<file path="config.mk">
export PLATFORM = sky130hd
export DESIGN_NAME = data_detransposer
export DESIGN_NICKNAME = d
export VERILOG_FILES = /design/src/rtl/mvu_pkg.sv /design/src/rtl/mvu_rd_pipe.sv /design/src/rtl/data_detransposer.sv
export SDC_FILE = /design/constraint.sdc
export NUM_CORES = 2
export LEC_CHECK = 0
export BUFFER_PORTS_ARGS = -buffer_cell sky130_fd_sc_hd__buf_4
export CAP_MARGIN = 0
export CORE_MARGIN = 10
export CORE_UTILIZATION = 55
export DETAILED_ROUTE_END_ITERATION = 6
export PLACE_DENSITY = 0.73
export SYNTH_ARGS = -nofsm -noshare
export SYNTH_HDL_FRONTEND = slang
export SYNTH_SLANG_ARGS = --single-unit
export TNS_END_PERCENT = 1
</file>
<file path="constraint.sdc">
create_clock -name clk -period 4.5 [get_ports clk]
set_input_delay 0.9 -clock clk [delete_from_list [all_inputs] [get_ports clk]]
set_output_delay 0.9 -clock clk [all_outputs]
set_load 0.05 [all_outputs]
</file>
<file path="src/rtl/mvu_pkg.sv">
// Shared types and helpers for the MVU read-side data path.
package mvu_pkg;

  // Width of the precision field carried on the control interface.
  localparam int PREC_W        = 5;
  // Largest element precision a plane-buffer entry can hold.
  localparam int DETR_MAX_PREC = 16;

  // data_detransposer control states; exposed on dbg_state.
  typedef enum logic [1:0] {
    DETR_IDLE  = 2'd0,
    DETR_READ  = 2'd1,
    DETR_DRAIN = 2'd2,
    DETR_EMIT  = 2'd3
  } detr_state_t;

  // One element of the reconstructed vector, bit b = plane for weight 2^b.
  typedef logic [DETR_MAX_PREC-1:0] detr_entry_t;

  // A precision is usable when it is non-zero and fits the buffer entry.
  function automatic logic prec_legal(input logic [PREC_W-1:0] p, input int max_prec);
    return (p != '0) && (int'(p) <= max_prec);
  endfunction

endpackage

</file>
<file path="src/rtl/mvu_rd_pipe.sv">
// Delay line that follows each MVU RAM read through the fixed read latency,
// so the plane index arrives together with its return word.
module mvu_rd_pipe #(
  parameter int RD_LAT = 1,
  parameter int IDX_W  = 5
) (
  input  logic             clk,
  input  logic             rst,
  input  logic             in_valid,
  input  logic [IDX_W-1:0] in_idx,
  output logic             out_valid,
  output logic [IDX_W-1:0] out_idx
);

  logic [RD_LAT-1:0] vld_q, vld_d;
  logic [IDX_W-1:0]  idx_q [RD_LAT];
  logic [IDX_W-1:0]  idx_d [RD_LAT];

  // Shift the read strobe and its plane index one stage per cycle.
  always_comb begin
    vld_d    = vld_q;
    idx_d    = idx_q;
    vld_d[0] = in_valid;
    idx_d[0] = in_idx;
    for (int s = 1; s < RD_LAT; s++) begin
      vld_d[s] = vld_q[s-1];
      idx_d[s] = idx_q[s-1];
    end
  end

  // Reset empties the line so returns of aborted reads are never captured.
  always_ff @(posedge clk) begin
    if (rst) begin
      vld_q <= '0;
      for (int s = 0; s < RD_LAT; s++) idx_q[s] <= '0;
    end else begin
      vld_q <= vld_d;
      idx_q <= idx_d;
    end
  end

  assign out_valid = vld_q[RD_LAT-1];
  assign out_idx   = idx_q[RD_LAT-1];

endmodule

</file>
<file path="src/rtl/data_detransposer.sv">
// Reads P bit-planes of a transposed vector from an MVU RAM and hands the
// rebuilt elements to the core one per valid/ready handshake.
//
// Handshake: an element transfers on every rising edge where o_valid and
// o_ready are both high; while o_valid is high and o_ready low, o_word,
// o_idx and o_last stay unchanged.
module data_detransposer
  import mvu_pkg::*;
#(
  parameter int NUM_WORDS     = 64,
  parameter int XLEN          = 32,
  parameter int MVU_ADDR_LEN  = 15,
  parameter int MVU_DATA_LEN  = 64,
  parameter int MAX_DATA_PREC = 16,
  parameter int RD_LAT        = 1
) (
  input  logic                         clk,
  input  logic                         rst,
  input  logic [PREC_W-1:0]            prec,
  input  logic                         signed_en,
  input  logic [MVU_ADDR_LEN-1:0]      baddr,
  input  logic                         start,
  output logic                         busy,
  output logic                         err,
  output logic                         mvu_rd_en,
  output logic [MVU_ADDR_LEN-1:0]      mvu_rd_addr,
  input  logic [MVU_DATA_LEN-1:0]      mvu_rd_word,
  output logic                         o_valid,
  input  logic                         o_ready,
  output logic [XLEN-1:0]              o_word,
  output logic [$clog2(NUM_WORDS)-1:0] o_idx,
  output logic                         o_last,
  output detr_state_t                  dbg_state
);

  localparam int IDX_W = $clog2(NUM_WORDS);
  localparam logic [IDX_W-1:0] LAST_IDX = IDX_W'(NUM_WORDS - 1);

  // Parameter sanity, caught at elaboration.
  if (MVU_DATA_LEN != NUM_WORDS) begin : g_bad_data_len
    $error("MVU_DATA_LEN must equal NUM_WORDS");
  end
  if (MAX_DATA_PREC > XLEN || MAX_DATA_PREC > DETR_MAX_PREC) begin : g_bad_prec
    $error("MAX_DATA_PREC exceeds XLEN or the plane-buffer entry width");
  end
  if (RD_LAT < 1) begin : g_bad_lat
    $error("RD_LAT must be at least 1");
  end
  if (NUM_WORDS < 2) begin : g_bad_words
    $error("NUM_WORDS must be at least 2");
  end

  detr_state_t              state_q, state_d;
  logic                     busy_q, busy_d;
  logic                     err_q, err_d;
  logic                     rd_en_q, rd_en_d;
  logic [MVU_ADDR_LEN-1:0]  rd_addr_q, rd_addr_d;
  logic [PREC_W-1:0]        rd_plane_q, rd_plane_d;
  logic [PREC_W-1:0]        prec_q, prec_d;
  logic                     signed_q, signed_d;
  logic                     o_valid_q, o_valid_d;
  logic [IDX_W-1:0]         o_idx_q, o_idx_d;
  logic                     o_last_q, o_last_d;
  detr_entry_t              buf_q [NUM_WORDS];
  detr_entry_t              buf_d [NUM_WORDS];

  logic                     cap_valid;
  logic [PREC_W-1:0]        cap_plane;
  detr_entry_t              plane_mask;

  mvu_rd_pipe #(
    .RD_LAT (RD_LAT),
    .IDX_W  (PREC_W)
  ) u_rd_pipe (
    .clk       (clk),
    .rst       (rst),
    .in_valid  (rd_en_q),
    .in_idx    (rd_plane_q),
    .out_valid (cap_valid),
    .out_idx   (cap_plane)
  );

  // Next-state logic: plane capture into the buffer plus the control FSM.
  always_comb begin
    state_d    = state_q;
    busy_d     = busy_q;
    err_d      = 1'b0;
    rd_en_d    = rd_en_q;
    rd_addr_d  = rd_addr_q;
    rd_plane_d = rd_plane_q;
    prec_d     = prec_q;
    signed_d   = signed_q;
    o_valid_d  = o_valid_q;
    o_idx_d    = o_idx_q;
    o_last_d   = o_last_q;
    buf_d      = buf_q;

    // Plane k (MSB first) lands at bit position P-1-k of every entry.
    plane_mask = '0;
    for (int b = 0; b < MAX_DATA_PREC; b++) begin
      if (b == int'(prec_q) - 1 - int'(cap_plane)) plane_mask[b] = 1'b1;
    end
    if (cap_valid) begin
      for (int i = 0; i < NUM_WORDS; i++) begin
        buf_d[i] = (buf_q[i] & ~plane_mask) | ({DETR_MAX_PREC{mvu_rd_word[i]}} & plane_mask);
      end
    end

    case (state_q)
      DETR_IDLE: begin
        if (start) begin
          if (prec_legal(prec, MAX_DATA_PREC)) begin
            state_d    = DETR_READ;
            busy_d     = 1'b1;
            rd_en_d    = 1'b1;
            rd_addr_d  = baddr;
            rd_plane_d = '0;
            prec_d     = prec;
            signed_d   = signed_en;
            for (int i = 0; i < NUM_WORDS; i++) buf_d[i] = '0;
          end else begin
            err_d = 1'b1;
          end
        end
      end
      DETR_READ: begin
        if (rd_plane_q == prec_q - PREC_W'(1)) begin
          rd_en_d = 1'b0;
          state_d = DETR_DRAIN;
        end else begin
          rd_addr_d  = rd_addr_q + MVU_ADDR_LEN'(1);
          rd_plane_d = rd_plane_q + PREC_W'(1);
        end
      end
      DETR_DRAIN: begin
        if (cap_valid && cap_plane == prec_q - PREC_W'(1)) begin
          state_d   = DETR_EMIT;
          o_valid_d = 1'b1;
          o_idx_d   = '0;
          o_last_d  = 1'b0;
        end
      end
      DETR_EMIT: begin
        if (o_ready) begin
          if (o_last_q) begin
            state_d   = DETR_IDLE;
            busy_d    = 1'b0;
            o_valid_d = 1'b0;
            o_idx_d   = '0;
            o_last_d  = 1'b0;
          end else begin
            o_idx_d  = o_idx_q + IDX_W'(1);
            o_last_d = (o_idx_d == LAST_IDX);
          end
        end
      end
      default: state_d = DETR_IDLE;
    endcase
  end

  // Control registers; reset abandons any transfer in progress.
  always_ff @(posedge clk) begin
    if (rst) begin
      state_q    <= DETR_IDLE;
      busy_q     <= 1'b0;
      err_q      <= 1'b0;
      rd_en_q    <= 1'b0;
      rd_addr_q  <= '0;
      rd_plane_q <= '0;
      prec_q     <= '0;
      signed_q   <= 1'b0;
      o_valid_q  <= 1'b0;
      o_idx_q    <= '0;
      o_last_q   <= 1'b0;
    end else begin
      state_q    <= state_d;
      busy_q     <= busy_d;
      err_q      <= err_d;
      rd_en_q    <= rd_en_d;
      rd_addr_q  <= rd_addr_d;
      rd_plane_q <= rd_plane_d;
      prec_q     <= prec_d;
      signed_q   <= signed_d;
      o_valid_q  <= o_valid_d;
      o_idx_q    <= o_idx_d;
      o_last_q   <= o_last_d;
    end
  end

  // Plane buffer: pure datapath, cleared on every accepted start instead.
  always_ff @(posedge clk) begin
    buf_q <= buf_d;
  end

  detr_entry_t     cur_entry;
  logic            sign_bit;
  logic [XLEN-1:0] ext_word;

  // Extend the selected entry from P bits to XLEN; zero when nothing is offered.
  always_comb begin
    cur_entry = buf_q[o_idx_q];
    sign_bit  = 1'b0;
    for (int b = 0; b < MAX_DATA_PREC; b++) begin
      if (b == int'(prec_q) - 1) sign_bit = cur_entry[b];
    end
    sign_bit = sign_bit & signed_q;
    ext_word = '0;
    for (int b = 0; b < XLEN; b++) begin
      if (b >= int'(prec_q)) ext_word[b] = sign_bit;
    end
    for (int b = 0; b < MAX_DATA_PREC; b++) begin
      if (b < int'(prec_q)) ext_word[b] = cur_entry[b];
    end
    o_word = o_valid_q ? ext_word : '0;
  end

  assign busy        = busy_q;
  assign err         = err_q;
  assign mvu_rd_en   = rd_en_q;
  assign mvu_rd_addr = rd_addr_q;
  assign o_valid     = o_valid_q;
  assign o_idx       = o_idx_q;
  assign o_last      = o_last_q;
  assign dbg_state   = state_q;

endmodule

</file>
==> impl_metrics.json <==
{
  "setup_viol": 31,
  "numCtsBuffers": 107,
  "r2r_slack_ns": 0.37,
  "whs_ns": 0.451,
  "finalNetCount": 5840,
  "synth.largest_area_cell": "dfxtp_1",
  "routed_wl_um": 161000,
  "path_max_fanout": 10,
  "syn_nets": 5897,
  "fin_setup_tns_ns": -20.34,
  "place.gp.congestion": 0.935,
  "hold_buffers": 0,
  "worstSetupPathType": "flip-flop to primary output",
  "worstPathRequired_ns": 3.60,
  "grt-ovfl-total": 0,
  "initial_utilization": 0.554,
  "setup_ws_ns": -0.735,
  "cp.arrival_ns": 4.34,
  "hpwl_um": 101000,
  "holdCritPathClass": "flip-flop to flip-flop",
  "run_status": "finished, violations left",
  "ir_drop_uv": 377,
  "drc": 0,
  "worstReg2RegStart": "prec_q[0]$_SDFFE_PP0P_",
  "synthTopCellsByArea": "dfxtp_1 (45%), nand2_1 (17%), a21oi_1 (11%)",
  "post-place-ws_ns": -0.161,
  "clk_latency_ns": 0.70,
  "grt_max_degree": 143,
  "ant_nets": 0,
  "syn_area_um2": 47100,
  "ys_types": 68,
  "post-synth-top-area-fraction": 0.454,
  "start_kind": "flip-flop",
  "pwr_density_cell_nw_per_um2": 403,
  "min_path_cells": 2,
  "yosysSeqAreaShare": 0.454,
  "drive_gt1_frac": 0.156,
  "synth_cells": 5790,
  "cts_buffer_depth": 3,
  "multi_input_area_um2": 23600,
  "rsz0062_at_grt": "true",
  "grt_pass1_vias": 39900,
  "drv_cap": 0,
  "clockRootBuffer": "clkbuf_16",
  "hold_violations": 0,
  "async_flop_share": 0,
  "antenna_found_initial": 0,
  "fin_crit_sh": 1.16,
  "htree_levels": 3,
  "dp.cells": 6752,
  "critical_path.startpoint": "o_idx[0]$_SDFFE_PP0P_",
  "die_area_um2": 97800,
  "seqCellArea_um2": 21400,
  "clkTransAtPathRegs_ns": 0.07,
  "rr_worst_depth": 14,
  "worst_pin_slew_ns": 1.08,
  "avgViaCountPerCell": 6.17,
  "drt_iter0_drc": 6138,
  "slew_headroom": 0.275,
  "io_pins": 149,
  "drtPass1Iterations": 6,
  "vias": 43000,
  "period_needed_ns": 5.24,
  "rr_endpoint": "buf_q[875]$_DFF_P_",
  "cts_tree": "yes",
  "synth_edf_count": 0,
  "synth_warnings": 0,
  "critPathCaptureType": "primary output",
  "crit_path_end": "o_word[5]",
  "yosysMostFrequentCell": "nand2_1",
  "synth_common_cells": "nand2_1 (2,162), a21oi_1 (1,070), dfxtp_1 (1,069), clkbuf_1 (507), mux4_2 (211)",
  "nFillCells": 7083,
  "final_core_util": 0.640,
  "fp.dieH_um": 313,
  "drv_slew": 0,
  "die_width_um": 313,
  "port_buffers": 148,
  "cts.sinks": 1069,
  "grt_usage": 0.316,
  "postSynthAreaPerCell_um2": 8.14,
  "fin_skew_ns": 0.0260,
  "grt_first_pass_wirelength_um": 243000,
  "ys_seq_elements": 1069,
  "synthFlopType": "dfxtp_1",
  "violations": "setup timing",
  "layoutNonFillerInstCount": 6969,
  "timing.fmax_mhz": 191,
  "num_rows": 107,
  "fp.coreArea_um2": 85100,
  "syn2layout_area_growth_pct": 15.5,
  "wl_per_cell_um": 23.2,
  "p_leak_uw": 0.0185
}
## state kept, by name (all words and copies together), names as in the netlist, 2 cells and up
| register | count |
|---|---|
| dbg_state | 2 |
| rd_plane_q | 5 |
| u_rd_pipe.out_idx | 5 |
| prec_q | 5 |
| o_idx | 6 |
| mvu_rd_addr | 15 |
| buf_q | 1024 |
## layout make-up
cell class / count / area share
multi-input combinational: 4119 / 0.434
sequential: 1069 / 0.393
timing repair buffer: 412 / 0.0756
antenna: 1 / 0.0000459
inverter: 24 / 0.00165
clock buffer: 151 / 0.0568
clock inverter: 49 / 0.0124
tap: 1144 / 0.0263
## layout by cell type, fill, tap and decap left out, drive strengths merged, types with 11 or more instances in the layout
| cell | synthesis | layout |
|---|---|---|
| mux2i | 155 | 155 |
| clkbuf | 507 | 151 |
| bufinv | 0 | 15 |
| mux4 | 211 | 211 |
| a211oi | 13 | 13 |
| ha | 17 | 17 |
| nor2b | 27 | 27 |
| a31oi | 13 | 13 |
| nor3 | 15 | 15 |
| a22oi | 56 | 56 |
| clkinv | 1 | 27 |
| nor2 | 65 | 65 |
| nand3 | 35 | 35 |
| nand4 | 13 | 13 |
| o21a | 18 | 18 |
| buf | 71 | 410 |
| nor4 | 11 | 11 |
| a221oi | 20 | 20 |
| a21oi | 1071 | 1071 |
| nand2 | 2162 | 2162 |
| and3 | 19 | 19 |
| o21ai | 51 | 51 |
| dfxtp | 1069 | 1069 |
| o22ai | 15 | 15 |
| inv | 23 | 27 |
## cells by family (layout without fill, tap and decap cells)
group                      after synthesis  after routing  synth area share
and+or+nand+nor                       2386           2386             0.198
AOI/OAI and AO/OA                     1326           1326             0.153
DFF                                   1069           1069             0.454
buffers and inverters                  602            636            0.0518
muxes                                  372            372             0.135
adders and majority gates               18             18           0.00494
xor gates and xnor gates                17             17           0.00316
other                                    0              1                 0
## how the worst min path moves through the flow
stage / slack [ns] / to / start
5_1_grt: 0.46 / buf_q[147]$_DFF_P_ / buf_q[147]$_DFF_P_
3_5_place_dp: 0.44 / buf_q[210]$_DFF_P_ / buf_q[210]$_DFF_P_
2_1_floorplan: 0.43 / buf_q[592]$_DFF_P_ / buf_q[592]$_DFF_P_
4_1_cts: 0.45 / err$_SDFF_PP0_ / start
3_3_place_gp: 0.44 / buf_q[17]$_DFF_P_ / buf_q[17]$_DFF_P_
6_report: 0.45 / buf_q[210]$_DFF_P_ / buf_q[210]$_DFF_P_
## stage by stage
stage	total power [uW]	cell area [um2]
final	22000	54500
after global routing	22500	54500
after CTS	21900	54400
after detailed placement	12500	50100
after global placement	12500	50100
after floorplan	11600	47200
## worst max-delay path: stages, from the launching register on
cell	delay [ns]
dfxtp_4	0.38
buf_12	0.15
buf_4	0.14
bufbuf_16	0.29
buf_4	0.14
mux4_2	0.50
mux2i_2	0.21
o22ai_2	0.12
a211oi_2	0.19
buf_4	0.15
o32ai_1	0.07
a211o_1	0.37
and2_4	0.17
a221oi_4	0.28
buf_6	0.18
mux2i_1	0.09
buf_4	0.20
## power by group
group	internal, uW	total (uW)	switching, uW
sequential	9670	9810	148
clock	5660	9600	3940
combinational	666	2540	1880
total	16000	22000	5960
## routing by layer
metal | GRT usage | part of all wire | vias to the layer above
li1 | - | - | 19400
met1 | 0.438 | 0.40 | 20800
met2 | 0.477 | 0.44 | 2379
met3 | 0.0666 | 0.12 | 432
met4 | 0.129 | 0.044 | 0
met5 | 0 | 0 | -
## timing repair
action                     4_1_cts  5_1_grt
gates cloned                     5        0
pin swaps                       10        3
setup endpoints to repair       32       31
buffers inserted                11        0
gates resized for setup         69       12
Note: power is estimated with default switching activity, not from simulation.
